==> src/rtl/fxp32_acc_sat_pkg.sv <==
// Shared constants and types for the saturating Q(32-FRAC).FRAC frame accumulator.
// The 32-bit word type, its sign-bit index and the saturation limits live here.
package fxp32_acc_sat_pkg;

    localparam int FXP32_W   = 32;
    localparam int FXP32_MSB = FXP32_W - 1;

    typedef logic [FXP32_MSB:0] fxp32_t;

    localparam fxp32_t FXP32_MAX = 32'h7FFF_FFFF;
    localparam fxp32_t FXP32_MIN = 32'h8000_0000;

    typedef enum logic [1:0] {
        IDLE = 2'd0,
        ACC  = 2'd1,
        HOLD = 2'd2
    } state_t;

endpackage

==> src/rtl/fxp32_cla.sv <==
// 32-bit carry-lookahead adder: 4-bit groups, with each group's carry-in
// derived from the lower groups' generate/propagate terms.
module fxp32_cla
    import fxp32_acc_sat_pkg::*;
(
    input  fxp32_t a,
    input  fxp32_t b,
    input  logic   cin,
    output fxp32_t sum
);

    fxp32_t     g;
    fxp32_t     p;
    fxp32_t     c;
    logic [6:0] grp_g;
    logic [6:0] grp_p;

    assign g = a & b;
    assign p = a ^ b;

    // Only the seven lower groups feed a higher group's carry.
    always_comb begin
        logic gg;
        logic gp;
        grp_g = '0;
        grp_p = '0;
        for (int k = 0; k < 7; k++) begin
            gg = 1'b0;
            gp = 1'b1;
            for (int i = 0; i < 4; i++) begin
                gg = g[4*k+i] | (p[4*k+i] & gg);
                gp = gp & p[4*k+i];
            end
            grp_g[k] = gg;
            grp_p[k] = gp;
        end
    end

    always_comb begin
        logic gc;
        logic bc;
        c = '0;
        for (int k = 0; k < 8; k++) begin
            gc = cin;
            for (int j = 0; j < k; j++) begin
                gc = grp_g[j] | (grp_p[j] & gc);
            end
            bc = gc;
            for (int i = 0; i < 4; i++) begin
                c[4*k+i] = bc;
                bc = g[4*k+i] | (p[4*k+i] & bc);
            end
        end
    end

    assign sum = p ^ c;

endmodule

==> src/rtl/fxp32_acc_sat.sv <==
// Frame accumulator: sums signed fixed-point samples with saturation, counts them,
// and holds the frame result until the consumer takes it.
// Handshake: a transfer happens on a rising edge where valid && ready are both high;
// valid never waits on ready, and held output data stays stable until the transfer.
module fxp32_acc_sat
    import fxp32_acc_sat_pkg::*;
#(
    parameter int CNT_W = 16,
    parameter int FRAC  = 16
) (
    input  logic             clk,
    input  logic             rst_n,
    input  logic             in_valid,
    output logic             in_ready,
    input  logic [31:0]      in_data,
    input  logic             in_last,
    input  logic             clr,
    output logic             out_valid,
    input  logic             out_ready,
    output logic [31:0]      out_data,
    output logic             out_sat,
    output logic [CNT_W-1:0] out_count,
    output state_t           dbg_state
);

    if (FRAC < 0 || FRAC > FXP32_W) begin : g_bad_frac
        $error("fxp32_acc_sat: FRAC out of range");
    end
    if (CNT_W < 1) begin : g_bad_cnt_w
        $error("fxp32_acc_sat: CNT_W must be at least 1");
    end

    state_t           state_q, state_d;
    fxp32_t           acc_q, acc_d;
    fxp32_t           raw_sum, sat_sum;
    logic [CNT_W-1:0] cnt_q, cnt_d;
    logic             sat_q, sat_d;
    logic             ovf;
    logic             xfer;

    fxp32_cla u_cla (
        .a   (acc_q),
        .b   (in_data),
        .cin (1'b0),
        .sum (raw_sum)
    );

    // Overflow only when both operands share a sign the raw sum does not.
    assign ovf     = (acc_q[FXP32_MSB] == in_data[FXP32_MSB]) &&
                     (raw_sum[FXP32_MSB] != acc_q[FXP32_MSB]);
    assign sat_sum = ovf ? (acc_q[FXP32_MSB] ? FXP32_MIN : FXP32_MAX) : raw_sum;

    assign in_ready = (state_q != HOLD) && !clr;
    assign xfer     = in_valid && in_ready;

    always_ff @(posedge clk or negedge rst_n) begin
        if (!rst_n) begin
            state_q <= IDLE;
            acc_q   <= '0;
            cnt_q   <= '0;
            sat_q   <= 1'b0;
        end else begin
            state_q <= state_d;
            acc_q   <= acc_d;
            cnt_q   <= cnt_d;
            sat_q   <= sat_d;
        end
    end

    always_comb begin
        state_d = state_q;
        acc_d   = acc_q;
        cnt_d   = cnt_q;
        sat_d   = sat_q;
        if (clr || (state_q == HOLD && out_ready)) begin
            state_d = IDLE;
            acc_d   = '0;
            cnt_d   = '0;
            sat_d   = 1'b0;
        end else if (xfer) begin
            acc_d   = sat_sum;
            cnt_d   = (cnt_q == '1) ? cnt_q : cnt_q + 1'b1;
            sat_d   = sat_q | ovf;
            state_d = in_last ? HOLD : ACC;
        end
    end

    // Outside HOLD the outputs expose the live running values.
    assign out_valid = (state_q == HOLD);
    assign out_data  = acc_q;
    assign out_sat   = sat_q;
    assign out_count = cnt_q;
    assign dbg_state = state_q;

endmodule

==> config.mk <==
export PLATFORM = sky130hd
export DESIGN_NAME = fxp32_acc_sat
export DESIGN_NICKNAME = d
export VERILOG_FILES = /design/src/rtl/fxp32_acc_sat_pkg.sv /design/src/rtl/fxp32_cla.sv /design/src/rtl/fxp32_acc_sat.sv
export SDC_FILE = /design/constraint.sdc
export NUM_CORES = 1
export LEC_CHECK = 0
export ABC_AREA = 1
export CAP_MARGIN = 20
export CORE_MARGIN = 1.5
export CORE_UTILIZATION = 30
export DETAILED_ROUTE_END_ITERATION = 8
export PLACE_DENSITY = 0.63
export SKIP_CTS_REPAIR_TIMING = 1
export SKIP_LAST_GASP = 1
export SLEW_MARGIN = 20
export SYNTH_ARGS = -nofsm -noshare
export SYNTH_HDL_FRONTEND = slang
export SYNTH_SLANG_ARGS = --single-unit
==> constraint.sdc <==
create_clock -name clk -period 4.3 [get_ports clk]
set_input_delay 0.43 -clock clk [delete_from_list [all_inputs] [get_ports clk]]
set_output_delay 0.43 -clock clk [all_outputs]
set_load 0.005 [all_outputs]
==> results.md <==
- Die area: ~0.013 mm2
- Clock power frac: 20.4%
- Placed instance area: around 0.005 mm2
- Via density: 4.65
- Worst skew pair latency: 0.28 ns
- Die width: 114 um
- Min Tclk post-route: approximately 4.4 ns
- Crit-path slowest cell: fa_2
- Final ANT Viol Nets: 0
- Clk slew on worst S/H paths: 0.07 ns
- DP Cell Count: 676
- RSZ-0062 raised after global routing: yes
- Critical Path Sink Type: register
- Finished Cell Area: 0.00509 mm2
- R2R Setup Slk: -0.08 ns
- Distinct cell type count after synthesis: 33
- Fin. max-slew vios: 0
- Total GRT Usage: 15.3%
- P_leak: 2.27 nW
- Finish-stage setup viols: 7
- TritonCTS clock tree: built
- Crit share post-route: 102%
- Routed len/inst: 13.8 um
- Clock Tree Buf Depth: 2
- Die height: 114 um
- Logic pwr share: 47.4%
- Fillers: 1220
- Hpwl dp: 7150 um
- H-tree Lvls: 2
- Clk_skew: 0.00596 ns
- Cells after Synth: 440
- Internal cell power: 0.00126 W
- Crit path kind: reg -> reg
- Violated checks: setup timing
- Iteration count of the initial detailed-routing pass: 4
- Initial antenna violation count: 0
- I/O pin count: 91
- Net switching power: 0.000692 W
- Worst reg2reg path startpoint: out_data[0]
- Drt initial violations: 206
- Synth warn: 0
- CP Data Arrival Time: 4.59 ns
- Flop pwr share: 32.2%
- Layout Area Growth over Synthesis: 37.8%
- Root Driver: clkbuf_16
- Detailed-route DRC error count: 0
- Pwr dens: 382 mW/mm2
- Non-filler cells, final: 685
- Max Cap Viol: 0
- Starting Density: 30.7%
- CP max stage delay: 0.38 ns
- Post-synthesis register bit count: 51
- Outcome: finished with violations
- VDD IR max: 186 uV
- FMAX: about 0.23 GHz
- Post-Syn Area: 0.00369 mm2
- Layout cells sized above 1: 11.0%
- R2R depth: 28
- Nets: 626
- Final setup TNS: -0.430 ns
- Place WS: -0.855 ns
- Total grt overflow: 0
- Slew Limit Headroom: 53.1%
- Number of global-route vias before repair: between 3k and 4k
- Row cnt: 40
- Multi-input logic area: 0.00208 mm2
- Setup ws final: -0.0799 ns
- Clock sink count: 51
- Number of antenna diodes: 0
- Crit path launch type: register
- Placer Congestion: about 0.82
- HP Class: in -> async
- Worst Max-Slew Pin Slew: 0.703 ns
- Fin. Hold Viols: 0
- Sequential cell area fraction in the yosys report: 34.6%
- Required time of the critical path: 4.51 ns
- Crit path max fanout: 3
- CP most frequent cell: fa_2
- Avg Synthesized Cell Area: around 8.4 um2
- PortBufs: 90
- Core ar.: between 0.01 and 0.015 mm2
- Critical R2R Capture: out_data[19]
- Vias after detailed routing: 3182
- FF+latch area: 0.00128 mm2
- Syn_nets: 528
- CTS Buf Count: 5
- Sw Share: a little over a third
- Final WL: 9490 um
- First-pass GRT wire length: 15800 um
- Largest net degree at the start of global routing: 52
==> metal layers <==
metal	routed length (um)	global-route usage (%)
met2	4560	25.4
met4	68	3.67
met3	378	2.18
met5	0	0
met1	4480	21.2
==> cell usage in the layout (no fill, tap or decap), types with 6 or more instances in the layout <==
cell type,instances
inv_1,89
clkdlybuf4s50_1,87
nor2_1,52
nand2_1,51
dfrtp_1,51
ha_1,25
nand3_1,19
o22ai_1,19
fa_1,18
a21oi_1,14
buf_4,10
xor2_1,8
o31ai_1,8
o21ai_1,8
xnor2_1,7
inv_2,6
nand2_2,6
fa_2,6
==> through the flow <==
step	util (%)	hold slack [ns]	power (W)
floorplan	-	0.134	0.00116
global placement	40.5	0.502	0.00150
detailed placement	40.5	0.519	0.00153
CTS	41.7	0.311	0.00194
global route	42.4	0.329	0.00213
finish	42.4	0.279	0.00195
==> power groups by stage <==
stage          logic (W)  clock network (W)  registers, W
5_1_grt          0.00106           0.000431      0.000637
3_5_place_dp    0.000890                  0      0.000637
4_1_cts         0.000896           0.000413      0.000628
3_3_place_gp    0.000867                  0      0.000635
2_1_floorplan   0.000532                  0      0.000625
6_report        0.000922           0.000398      0.000627
==> worst max-delay path by stage <==
stage	from	end	slack (ns)	depth (start not counted)
4_1_cts	in_data[0]	out_data[7]	-0.56	29
6_report	out_data[0]	out_data[19]	-0.08	28
3_5_place_dp	in_data[0]	out_data[7]	-0.86	29
3_3_place_gp	in_data[0]	out_sat	-0.69	29
2_1_floorplan	in_data[0]	out_data[7]	0.02	27
5_1_grt	out_data[0]	out_sat	-0.30	28
==> worst max-delay path: cells and delay by family (launching register included) <==
kind,cells,cell delay (ns)
simple gates,15,1.13
compound gates,2,0.20
fa+ha+maj,7,2.25
buf+inv,4,0.35
flops,1,0.36
==> registers in the layout (all words and copies together) (netlist names) <==
signal	cells
dbg_state	2
out_count	16
out_data	32
out_sat	1
==> area by class of cell <==
class / instances / share of cell area [%]
timing repair buffer: 104 / 20.6
clock buffer: 6 / 2.73
tap: 147 / 3.61
inverter: 95 / 7.00
multi-input combinational: 281 / 40.9
clock inverter: 1 / 0.0983
sequential: 51 / 25.1
==> cell families (layout without fill, tap and decap cells) <==
group,after synthesis,count (layout),share of synthesized area (%)
AO/OA/AOI/OAI,72,72,12.0
XOR/XNOR,15,15,3.56
AND/OR/NAND/NOR,144,144,16.7
flip-flops,51,51,34.6
buffers and inverters,108,206,11.4
adder cells (fa/ha/maj),50,50,21.8
==> synth_stat cells <==
cell type	n	area, um2
a211oi_1	3	22.5
a21oi_1	15	75.1
a21oi_4	1	16.3
a31o_2	2	17.5
a31oi_1	2	12.5
and3_1	1	6.26
buf_1	2	7.51
buf_2	6	30.0
buf_6	1	11.3
clkbuf_1	4	15.0
dfrtp_1	51	1280
fa_1	24	480
ha_1	26	325
inv_1	92	345
inv_2	3	11.3
nand2_1	55	206
nand2_2	2	12.5
nand3_1	19	95.1
nand4_1	2	12.5
nor2_1	54	203
nor2_2	1	6.26
nor2_4	1	11.3
nor3_1	3	15.0
nor3_2	2	20.0
nor3b_1	2	15.0
nor4_1	2	12.5
o21a_1	2	15.0
o21ai_0	11	55.1
o21ai_1	4	20.0
o22ai_1	24	150
o31ai_1	8	60.1
xnor2_1	7	61.3
xor2_1	8	70.1
Note: power is estimated with default switching activity, not from simulation.
